[src/rtl/user_seq_pkg.sv]
// user_seq_pkg: shared constants, FSM state encoding and the one-hot helper
// used by the player-side sequence checker.
package user_seq_pkg;

  localparam int P_DATA_DEF = 4;
  localparam int P_KEY_DEF  = 4;

  typedef logic [2:0] state_t;

  localparam state_t ST_IDLE     = 3'd0;
  localparam state_t ST_WAIT_KEY = 3'd1;
  localparam state_t ST_COMPARE  = 3'd2;
  localparam state_t ST_DONE_OK  = 3'd3;
  localparam state_t ST_DONE_ERR = 3'd4;

  // True when exactly one bit of v is set (v zero-extended by the caller).
  function automatic logic is_onehot(input logic [31:0] v);
    logic [31:0] m_s;
    m_s = v - 32'd1;
    return (v != 32'd0) && ((v & m_s) == 32'd0);
  endfunction

endpackage

[src/rtl/key_edge_detect.sv]
// key_edge_detect: keeps one cycle of key history and reports per-key rising
// edges. 'single' means exactly one key rose and no other key is held, which
// is the only pattern the checker accepts as a valid press.
module key_edge_detect
  import user_seq_pkg::*;
#(
  parameter int P_KEY = P_KEY_DEF
) (
  input  logic             clk,
  input  logic             R,
  input  logic [P_KEY-1:0] key,
  output logic [P_KEY-1:0] rise,
  output logic             single
);

  logic [P_KEY-1:0] key_q_r;
  logic [31:0]      rise_ext_s;

  // Key history register: one-cycle delayed copy of the debounced keys.
  always_ff @(posedge clk or negedge R) begin
    if (!R) begin
      key_q_r <= '0;
    end else begin
      key_q_r <= key;
    end
  end

  assign rise       = key & ~key_q_r;
  assign rise_ext_s = 32'(rise);
  // A valid press: a lone rising key with nothing else held down.
  assign single     = is_onehot(rise_ext_s) && (key == rise);

endmodule

[config.mk]
export PLATFORM = sky130hd
export DESIGN_NAME = key_edge_detect
export DESIGN_NICKNAME = d
export VERILOG_FILES = /design/src/rtl/user_seq_pkg.sv /design/src/rtl/key_edge_detect.sv
export SDC_FILE = /design/constraint.sdc
export NUM_CORES = 1
export LEC_CHECK = 0
export ABC_AREA = 1
export BUFFER_PORTS_ARGS = -buffer_cell sky130_fd_sc_hd__buf_2
export CORE_AREA = 2 2 39 41
export CTS_CLUSTER_SIZE = 25
export DETAILED_ROUTE_END_ITERATION = 6
export DIE_AREA = 0 0 41 43
export GPL_ROUTABILITY_DRIVEN = 0
export PLACE_DENSITY = 0.41
export SLEW_MARGIN = 15
export SYNTH_ARGS = -nofsm -noshare
export SYNTH_HDL_FRONTEND = slang
export SYNTH_SLANG_ARGS = --single-unit
[constraint.sdc]
create_clock -name clk -period 1.3 [get_ports clk]
set_clock_uncertainty 0.05 [all_clocks]
set_input_delay 0.13 -clock clk [delete_from_list [all_inputs] [get_ports clk]]
set_output_delay 0.13 -clock clk [all_outputs]
set_load 0.02 [all_outputs]
# Word level (Yosys, flattened, before mapping)

Index checks and enable logic that the tools add are counted.

Add/sub/neg operators: 1
Eq/ne operators: 1
Reduce and logical (&&, ||, !) cells: 4
Bitwise logic cells: 3

Operators with widths:

| operator                                          | count |
|---|---|
| AND 4 x 32 -> 32 bit                              | 1 |
| zero test 32 bit                                  | 1 |
| nonzero test 32 bit                               | 1 |
| subtractor 4 x 1 -> 5 bit (second input constant) | 1 |
| AND 4 bit                                         | 1 |
| equality test 4 bit                               | 1 |
| NOT 4 bit                                         | 1 |
| logical AND 1 bit                                 | 2 |

Word-level logic and storage cells: 10
Bits of input ports: 6
Output and inout bits: 5
Register bits: 4

# Longest topological paths before layout

Gate-level depths: netlist (run 1).

Word-level depth: 7
Mapped depth: 7
Mapped depth without buffers: 7

# Least setup slack after synthesis (run 1)

OpenSTA, ideal clock, no wires.

Path kind: register to output
Start point: register key_q_r[0]
End point: output port single
Data required time: 1120 ps
Slack: 277 ps
Cell stages (with the launch flop): 8
Path buffers: 0
Arrival time: 843 ps
Cell sequence: dfrtp_1 > inv_1 > nand2_1 > nand2_2 > inv_2 > nand2_1 > nand2_1 > nor2_2

Cells in the longest elaborated chain, start to end: 7
Elaborated cells between the ends (all ways): 9
Those cells by class: 1 x add/sub; 1 x eq/ne; 3 x bitwise; 4 x reduce/logical

RTL lines:

| element                   | line                  | source |
|---|---|---|
| start: declaration        | key_edge_detect.sv:16 | `logic [P_KEY-1:0] key_q_r;` |
| start signal: assignment  | key_edge_detect.sv:24 | `key_q_r <= key;` |
| NOT 4 bit *               | key_edge_detect.sv:28 | `assign rise = key & ~key_q_r;` |
| AND 4 bit *               | key_edge_detect.sv:28 |  |
| subtractor 4 x 1 -> 5 bit | user_seq_pkg.sv:19    | `m_s = v - 32'd1;` |
| AND 4 x 32 -> 32 bit      | user_seq_pkg.sv:20    | `return (v != 32'd0) && ((v & m_s) == 32'd0);` |
| zero test 32 bit          | user_seq_pkg.sv:20    |  |
| logical AND 1 bit         | user_seq_pkg.sv:20    |  |
| logical AND 1 bit *       | key_edge_detect.sv:31 | `assign single = is_onehot(rise_ext_s) && (key == rise);` |
| end: declaration          | key_edge_detect.sv:13 | `output logic single` |

Mark *: on every way between the ends. The rest lies on a longest branch, timed or not.

# Worst setup path in the final report (run 1)

Start point: register key_q_r[3]
End point: output port single

The elaborated chain is that of the path after synthesis.

==> results of run 1 <==
==> power groups by stage <==
stage / registers [W] / logic [W] / clock network [W]
after floorplan: 0.000135 / 0.0000384 / 0
after global placement: 0.000136 / 0.0000625 / 0
after detailed placement: 0.000136 / 0.0000631 / 0
after CTS: 0.000134 / 0.0000760 / 0.000158
after global routing: 0.000135 / 0.0000889 / 0.000169
final: 0.000134 / 0.0000785 / 0.000150
==> area by class of cell <==
cell class	count	area (um2)	share of cell area
multi-input cells	17	78.8	0.211
flip-flops and latches	4	100	0.268
repair buffers	15	106	0.285
inverters	12	45.0	0.121
well taps	16	20.0	0.0537
clock buffers	3	22.5	0.0604
==> metal layers <==
metal | global-route usage | vias up | routed length, um
met5 | 0 | - | 0
met2 | 0.0813 | 7 | 191
li1 | - | 125 | -
met1 | 0.0458 | 97 | 175
met3 | 0.0314 | 0 | 35
met4 | 0.0600 | 0 | 0
==> metrics by stage <==
| stage | setup WS, ps | cells | setup TNS [ps] | instance area, um2 |
|---|---|---|---|---|
| CTS | -26.6 | 67 | -26.6 | 362 |
| global route | -106 | 67 | -106 | 373 |
| global placement | 225 | 59 | 0 | 287 |
| finish | 2.91 | 67 | 0 | 373 |
| floorplan | 277 | 33 | 0 | 216 |
| detailed placement | 210 | 59 | 0 | 287 |
==> worst max-delay path, cell delays in order (launching register included) <==
cell and delay (ps):
dfrtp_1 360, inv_1 50, nand2_1 60, nand2_1 80
inv_1 40, nand2_1 40, nand2_1 50, nor2_2 90
buf_6 120
==> cell usage in the layout (no fill, tap or decap) <==
cell type	synthesis	routed
inv_1	11	11
nand2_1	13	10
buf_2	0	9
dlygate4sd3_1	0	5
nand2_2	1	4
dfrtp_1	4	4
clkbuf_4	0	3
o21ai_0	2	2
inv_2	1	1
nor2_2	1	1
buf_6	0	1
==> worst max-delay path by stage <==
stage / startpoint / to / slack (ps) / cells after the start
2_1_floorplan: key_q_r[0]$_DFF_PN0_ / single / 280 / 7
3_3_place_gp: key_q_r[1]$_DFF_PN0_ / single / 220 / 8
3_5_place_dp: key_q_r[3]$_DFF_PN0_ / single / 210 / 8
4_1_cts: key_q_r[3]$_DFF_PN0_ / single / -30 / 8
5_1_grt: key_q_r[3]$_DFF_PN0_ / single / -110 / 8
6_report: key_q_r[3]$_DFF_PN0_ / single / 3 / 8
==> cell families after synthesis <==
family,count (synthesis),share of synthesized area
AO/OA/AOI/OAI,2,0.0462
AND/OR/NAND/NOR,15,0.283
flip-flops,4,0.462
buffers and inverters,12,0.208
==> timing repair <==
item,in CTS,in global routing
endpoints found under the hold margin,8,0
setup endpoints to repair,1,1
buffers inserted,0,0
hold buffers,5,0
gates resized for setup,1,4
==> run metrics, run 1 <==
# IOs=11; CTS max path bufs=2; CTS tree=built; unrepaired setup endpoints after global routing=yes; Largest register FFs=4; commonest cells in the netlist=13 x nand2_1, 11 x inv_1, 4 x dfrtp_1; Post-Syn Area=216 um2; via/cell ratio=3.42; Final Util=0.269; Largest regs=key_q_r: 4 flops; total power=0.000363 W; status=complete, no violations; port bufs=10; Top reg by flops=key_q_r; max-cap viol count=0; first-pass GRT wire length=607 um; Overflow after GRT=0; number of synthesized flops with an enable pin=0; synth unique cells=7; critical path endpoint category=output port; Final Hold Fails=0; Slew Limit Fails=0; hold_ws=181 ps; Core Region=roughly 0.0014 mm2; startpoint types=flop; Post-Synthesis Cells=33; die extent in x=roughly 41 um; Synth Flop Type=dfrtp_1; Syn Nets=39; fill count=166; fin crit period=1300 ps; gr usage total=0.0555; Layout area overhead=72.3%; Seq pwr share=0.370; Power Density=974 mW/mm2; Synth top area share=0.462; ANT cells=0; Die Y-Extent=43 um; Detail Placement HPWL=between 300 and 400 um; Hold Crit Class=in2async; final setup fails=0; layout cell share with drive strength beyond 1=0.373; wire per inst=5.99 um; site row count=14; Clock transition at path regs=40 ps; nets=59; Switch Pwr=0.0000923 W; FFs w/ async S/R, synth=1.00; Synth Area per Inst=6.56 um2; top-count cell post-synth=nand2_1; vias in the first global route=181; Pint=0.000271 W; # H-tree levels=1; CTS Buf Count=3; largest net degree at the start of global routing=5; vias=about 230; Setup Crit Path Kind=reg2out; final worst-path cycle share=0.998; leakage=~0.24 nW; DR DRC count=0; initial antenna violation count=0; Worst VDD drop=~0.31 mV; max frequency=roughly 770 MHz; clock power share=0.414; Iter 0 DRT Violations=2; DRT Wirelength=401 um; Post-DRT Antenna Nets=0; Synth area leaders=dfrtp_1 46%, nand2_1 23%, inv_1 19%; CTS root buffer=clkbuf_4; YS warnings=0; Comb pwr share=0.216; Initial Utilization=0.156; switching part of the total=0.254; CTS sink cnt=4; required time worst endpoint=roughly 1100 ps; Detailed Routing Iterations Pass 1=2; Die Area=0.00176 mm2; Worst-Margin Slew=~140 ps; CP Max Fanout=2; arrival time worst endpoint=approximately 1100 ps; register bit total from synthesis=4; Slew HR=0.904; area leader, netlist=dfrtp_1; Seq/Total Area, Yosys=0.462
No activity file was read; power rests on OpenSTA's default activity.
==> run 2, diff against run 1 <==
--- a/config.mk
+++ b/config.mk
@@ -5,14 +5,13 @@
 export SDC_FILE = /design/constraint.sdc
 export NUM_CORES = 1
 export LEC_CHECK = 0
-export ABC_AREA = 1
 export BUFFER_PORTS_ARGS = -buffer_cell sky130_fd_sc_hd__buf_2
 export CORE_AREA = 2 2 39 41
 export CTS_CLUSTER_SIZE = 25
 export DETAILED_ROUTE_END_ITERATION = 6
 export DIE_AREA = 0 0 41 43
 export GPL_ROUTABILITY_DRIVEN = 0
-export PLACE_DENSITY = 0.41
+export PLACE_DENSITY = 0.39
 export SLEW_MARGIN = 15
 export SYNTH_ARGS = -nofsm -noshare
 export SYNTH_HDL_FRONTEND = slang
==> run metrics, run 2 <==
failing checks=negative setup slack; startpoint types=flop; leakage=0.169 nW; most frequent cells in the layout=9 x buf_2, 5 x dlygate4sd3_1, 4 x dfrtp_1; status=finished, violations left; Final WS setup=-118 ps; required time worst endpoint=1120 ps; fin crit period=1420 ps; DRT Wirelength=roughly 430 um; Die Area=0.00176 mm2; final setup fails=1; Synth Area per Inst=13.1 um2; DR DRC count=0; ANT cells=0; Worst-Margin Slew=270 ps; Final Cell Area=352 um2; Core Region=around 0.0014 mm2; Post-Synthesis Cells=15; Synth top area share=0.510; Worst VDD drop=0.395 mV; non-filler cells, final=49; Clock transition at path regs=40 ps; Final Hold Fails=0; Post-Syn Area=196 um2; commonest non-fill, non-tap cell in the layout=buf_2; Comb pwr share=0.202; number of synthesized flops with an enable pin=0; Slew HR=0.818; vias in the first global route=188; total power=0.000362 W; wire per inst=about 8.7 um; # H-tree levels=1; Detailed Routing Iterations Pass 1=2; Hold Crit Class=in2async; Layout area overhead=79.0%; YS warnings=0; switching part of the total=0.245; critical path endpoint category=output port; Initial Utilization=0.142; Seq/Total Area, Yosys=0.510; synth unique cells=9; Fin Setup TNS=-118 ps; Overflow after GRT=0; initial antenna violation count=0; Setup Crit Path Kind=reg2out; Switch Pwr=approximately 0.000088 W; Largest regs=key_q_r: 4 flops; commonest cells in the netlist=4 x dfrtp_1, 2 x nor2b_1, 2 x nor2b_4, 2 x o21ai_0; CTS Buf Count=3; CTS tree=built; unrepaired setup endpoints after global routing=yes; via/cell ratio=approximately 3.6; largest net degree at the start of global routing=5; Die Y-Extent=43 um; top-count cell post-synth=dfrtp_1; gr usage total=0.0606; Synth area leaders=dfrtp_1 51%, nor2b_4 14%, o41ai_2 8.3%; Slew Limit Fails=0; # IOs=11; CTS root buffer=clkbuf_4; vias=178; FFs w/ async S/R, synth=1.00; die extent in x=41 um; layout cell share with drive strength beyond 1=0.606; Syn Nets=21; CTS sink cnt=4; first-pass GRT wire length=between 600 and 700 um; clock power share=0.419; port bufs=10; max-cap viol count=0; Pint=0.000273 W; nets=between 40 and 50; fill count=145; Iter 0 DRT Violations=2; arrival time worst endpoint=between 1000 and 1500 ps; area post-placement=272 um2; Power Density=1030 mW/mm2; Placed Cells=41; register bit total from synthesis=4; Seq pwr share=0.379; Synth Flop Type=dfrtp_1; site row count=14; area leader, netlist=dfrtp_1; CP Max Fanout=3; Post-DRT Antenna Nets=0; final worst-path cycle share=1.09; Largest register FFs=4; CTS max path bufs=2; worst slack, placed=104 ps; max frequency=705 MHz; Top reg by flops=key_q_r
-- run 2: cell types whose count changed in the layout (fill, tap and decap cells not counted), moves of 2 or more --
cell and delta:
nand2_1 -9, nand2_2 -4, nor2b_4 +2, nor2b_2 +2
inv_1 -11
-- run 2: final timing paths --
kind	from	end	slack, ps	cells past startpoint
max	key_q_r[2]$_DFF_PN0_	single	-120	4
min	R	key_q_r[1]$_DFF_PN0_	170	2
max in group asynchronous	R	key_q_r[2]$_DFF_PN0_	920	2
min in group clk	key[1]	key_q_r[1]$_DFF_PN0_	520	2
-- run 2: timing repair --
item                                    in CTS  in global routing
endpoints found under the setup margin       1                  1
setup buffers                                0                  0
gates resized for setup                      1                  1
endpoints found under the hold margin        8                  0
pin swaps                                    4                  1
hold buffers                                 5                  0
-- run 2: cells by family (layout without fill, tap and decap cells) --
| group | after synthesis | count (layout) | synth area share |
|---|---|---|---|
| AOI/OAI and AO/OA | 5 | 5 | 0.217 |
| DFF | 4 | 4 | 0.510 |
| buffers and inverters | 0 | 18 | 0 |
| and+or+nand+nor | 6 | 6 | 0.274 |
-- run 2: stage by stage --
stage | hold WS [ps] | utilization
detailed placement | -114 | 0.196
floorplan | -216 | -
finish | 171 | 0.254
global route | 183 | 0.254
CTS | 164 | 0.250
global placement | -114 | 0.196
-- run 2: layout make-up --
cell class                 count  area (um2)  share of cell area
sequential                     4         100               0.285
multi-input combinational     11         106               0.302
timing repair buffer          15         103               0.292
clock buffer                   3        22.5              0.0641
tap                           16        20.0              0.0569
-- run 2: worst max-delay path: stages (launching register included) --
cell and delay (ps):
dfrtp_1 370, nor2b_4 60, o41ai_2 360, nor3_2 60, buf_4 160
-- run 2: metal layers --
metal / routed length [um] / track usage / up-vias
met5: 0 / 0 / -
met4: 0 / 0.0800 / 0
met3: 65 / 0.0157 / 0
met2: 173 / 0.0750 / 11
met1: 185 / 0.0689 / 76
li1: - / - / 91
-- run 2: power groups by stage --
stage	registers, W	logic (W)	clock network (W)
2_1_floorplan	0.000138	0.0000371	0
3_3_place_gp	0.000138	0.0000595	0
3_5_place_dp	0.000138	0.0000601	0
4_1_cts	0.000137	0.0000726	0.000161
5_1_grt	0.000138	0.0000806	0.000163
6_report	0.000137	0.0000732	0.000151
==> run 3, diff against run 2 <==
==> constraint.sdc (replaced) <==
create_clock -name clk -period 1.3 [get_ports clk]
set_clock_uncertainty 0.05 [all_clocks]
set_input_delay 0.065 -clock clk [delete_from_list [all_inputs] [get_ports clk]]
set_output_delay 0.065 -clock clk [all_outputs]
set_load 0.02 [all_outputs]
==> run metrics, run 3 (synthesis gave the netlist of run 2 again) <==
CTS tree=built; die extent in x=41 um; Die Y-Extent=43 um; Slew HR=0.833; Worst VDD drop=0.366 mV; layout cell share with drive strength beyond 1=0.606; Setup Crit Path Kind=reg2out; Final Hold Fails=0; Largest regs=key_q_r: 4 flops; nets=41; most frequent cells in the layout=9 x buf_2, 5 x dlygate4sd3_1, 4 x dfrtp_1; CTS max path bufs=2; Top reg by flops=key_q_r; CTS Buf Count=3; hold_ws=122 ps; via/cell ratio=roughly 3.8; gr usage total=0.0625; postcts setup bufs=0; Detail Placement HPWL=325 um; status=finished, violations left; Core Region=between 0.001 and 0.0015 mm2; required time worst endpoint=~1200 ps; critical path endpoint category=output port; unrepaired setup endpoints after global routing=yes; Hold Crit Class=in2async; # IOs=11; final worst-path cycle share=1.03; Final WS setup=-42.6 ps; final setup fails=1; first-pass GRT wire length=703 um; Initial Utilization=0.142; vias=between 150 and 200; Power Density=~1000 mW/mm2; port bufs=10; initial antenna violation count=0; max-cap viol count=0; failing checks=negative setup slack; Slew Limit Fails=0; CP Max Fanout=3; Worst-Margin Slew=249 ps; DRT Wirelength=around 430 um; Layout area overhead=84.7%; # H-tree levels=1; Detailed Routing Iterations Pass 1=1; Post-DRT Antenna Nets=0; largest net degree at the start of global routing=5; DR DRC count=0; arrival time worst endpoint=1230 ps; Iter 0 DRT Violations=0; leakage=0.171 nW; fill count=161; Die Area=0.00176 mm2; site row count=14; Overflow after GRT=0; max frequency=745 MHz; startpoint types=flop; worst slack, placed=172 ps; CTS sink cnt=4; Largest register FFs=4; Clock transition at path regs=~40 ps; ANT cells=0; total power=0.000364 W; fin crit period=between 1000 and 1500 ps; CP Launch Point=key_q_r[3]$_DFF_PN0_; commonest non-fill, non-tap cell in the layout=buf_2; wire per inst=8.73 um; CTS root buffer=clkbuf_4; worst setup path end=single; Final Util=0.262; vias in the first global route=196
[run 3: cell counts in the layout (fill, tap and decap cells not counted)]
Identical to the previous run, type by type.
[run 3: worst min-delay path by stage]
stage,endpoint,slack (ps),cells past startpoint
after detailed placement,key_q_r[2]$_DFF_PN0_,-180,1
after floorplan,key_q_r[0]$_DFF_PN0_,-280,0
after CTS,key_q_r[2]$_DFF_PN0_,110,2
final,key_q_r[2]$_DFF_PN0_,120,2
after global placement,key_q_r[2]$_DFF_PN0_,-180,1
after global routing,key_q_r[2]$_DFF_PN0_,130,2
[run 3: timing repair]
action | in CTS | in global routing
endpoints found under the hold margin | 8 | 0
endpoints found under the setup margin | 1 | 1
gates resized for setup | 0 | 5
hold buffers | 5 | 0
[run 3: critical path, cell delays in order (launching register included)]
cell and delay (ps):
dfrtp_1 390, nor2b_4 70, o41ai_4 330, nor3_2 60, buf_4 160
[run 3: per-stage QoR]
stage	setup TNS, ps	cells	instance area (um2)
2_1_floorplan	0	15	199
5_1_grt	-97.5	49	363
3_3_place_gp	0	41	269
4_1_cts	-78.4	49	342
3_5_place_dp	0	41	269
6_report	-42.6	49	363
[run 3: per-layer routing]
layer / GRT usage / routed length (um) / part of all wire / vias up
li1: - / - / - / 93
met1: 0.0651 / 185 / 0.43 / 87
met2: 0.0844 / 196 / 0.46 / 8
met3: 0.0314 / 46 / 0.11 / 0
met4: 0.0600 / 0 / 0 / 0
met5: 0 / 0 / 0 / -
[run 3: cell type report]
class	instances	area, um2	area share
sequential	4	100	0.276
tap	16	20.0	0.0552
timing repair buffer	15	103	0.283
clock buffer	3	22.5	0.0621
multi-input combinational	11	118	0.324
[run 3: power breakdown]
group          total [W]  switching (W)  internal [W]
clock           0.000148      0.0000448      0.000103
combinational  0.0000794      0.0000380     0.0000414
sequential      0.000137     0.00000550      0.000132
total           0.000364      0.0000883      0.000276
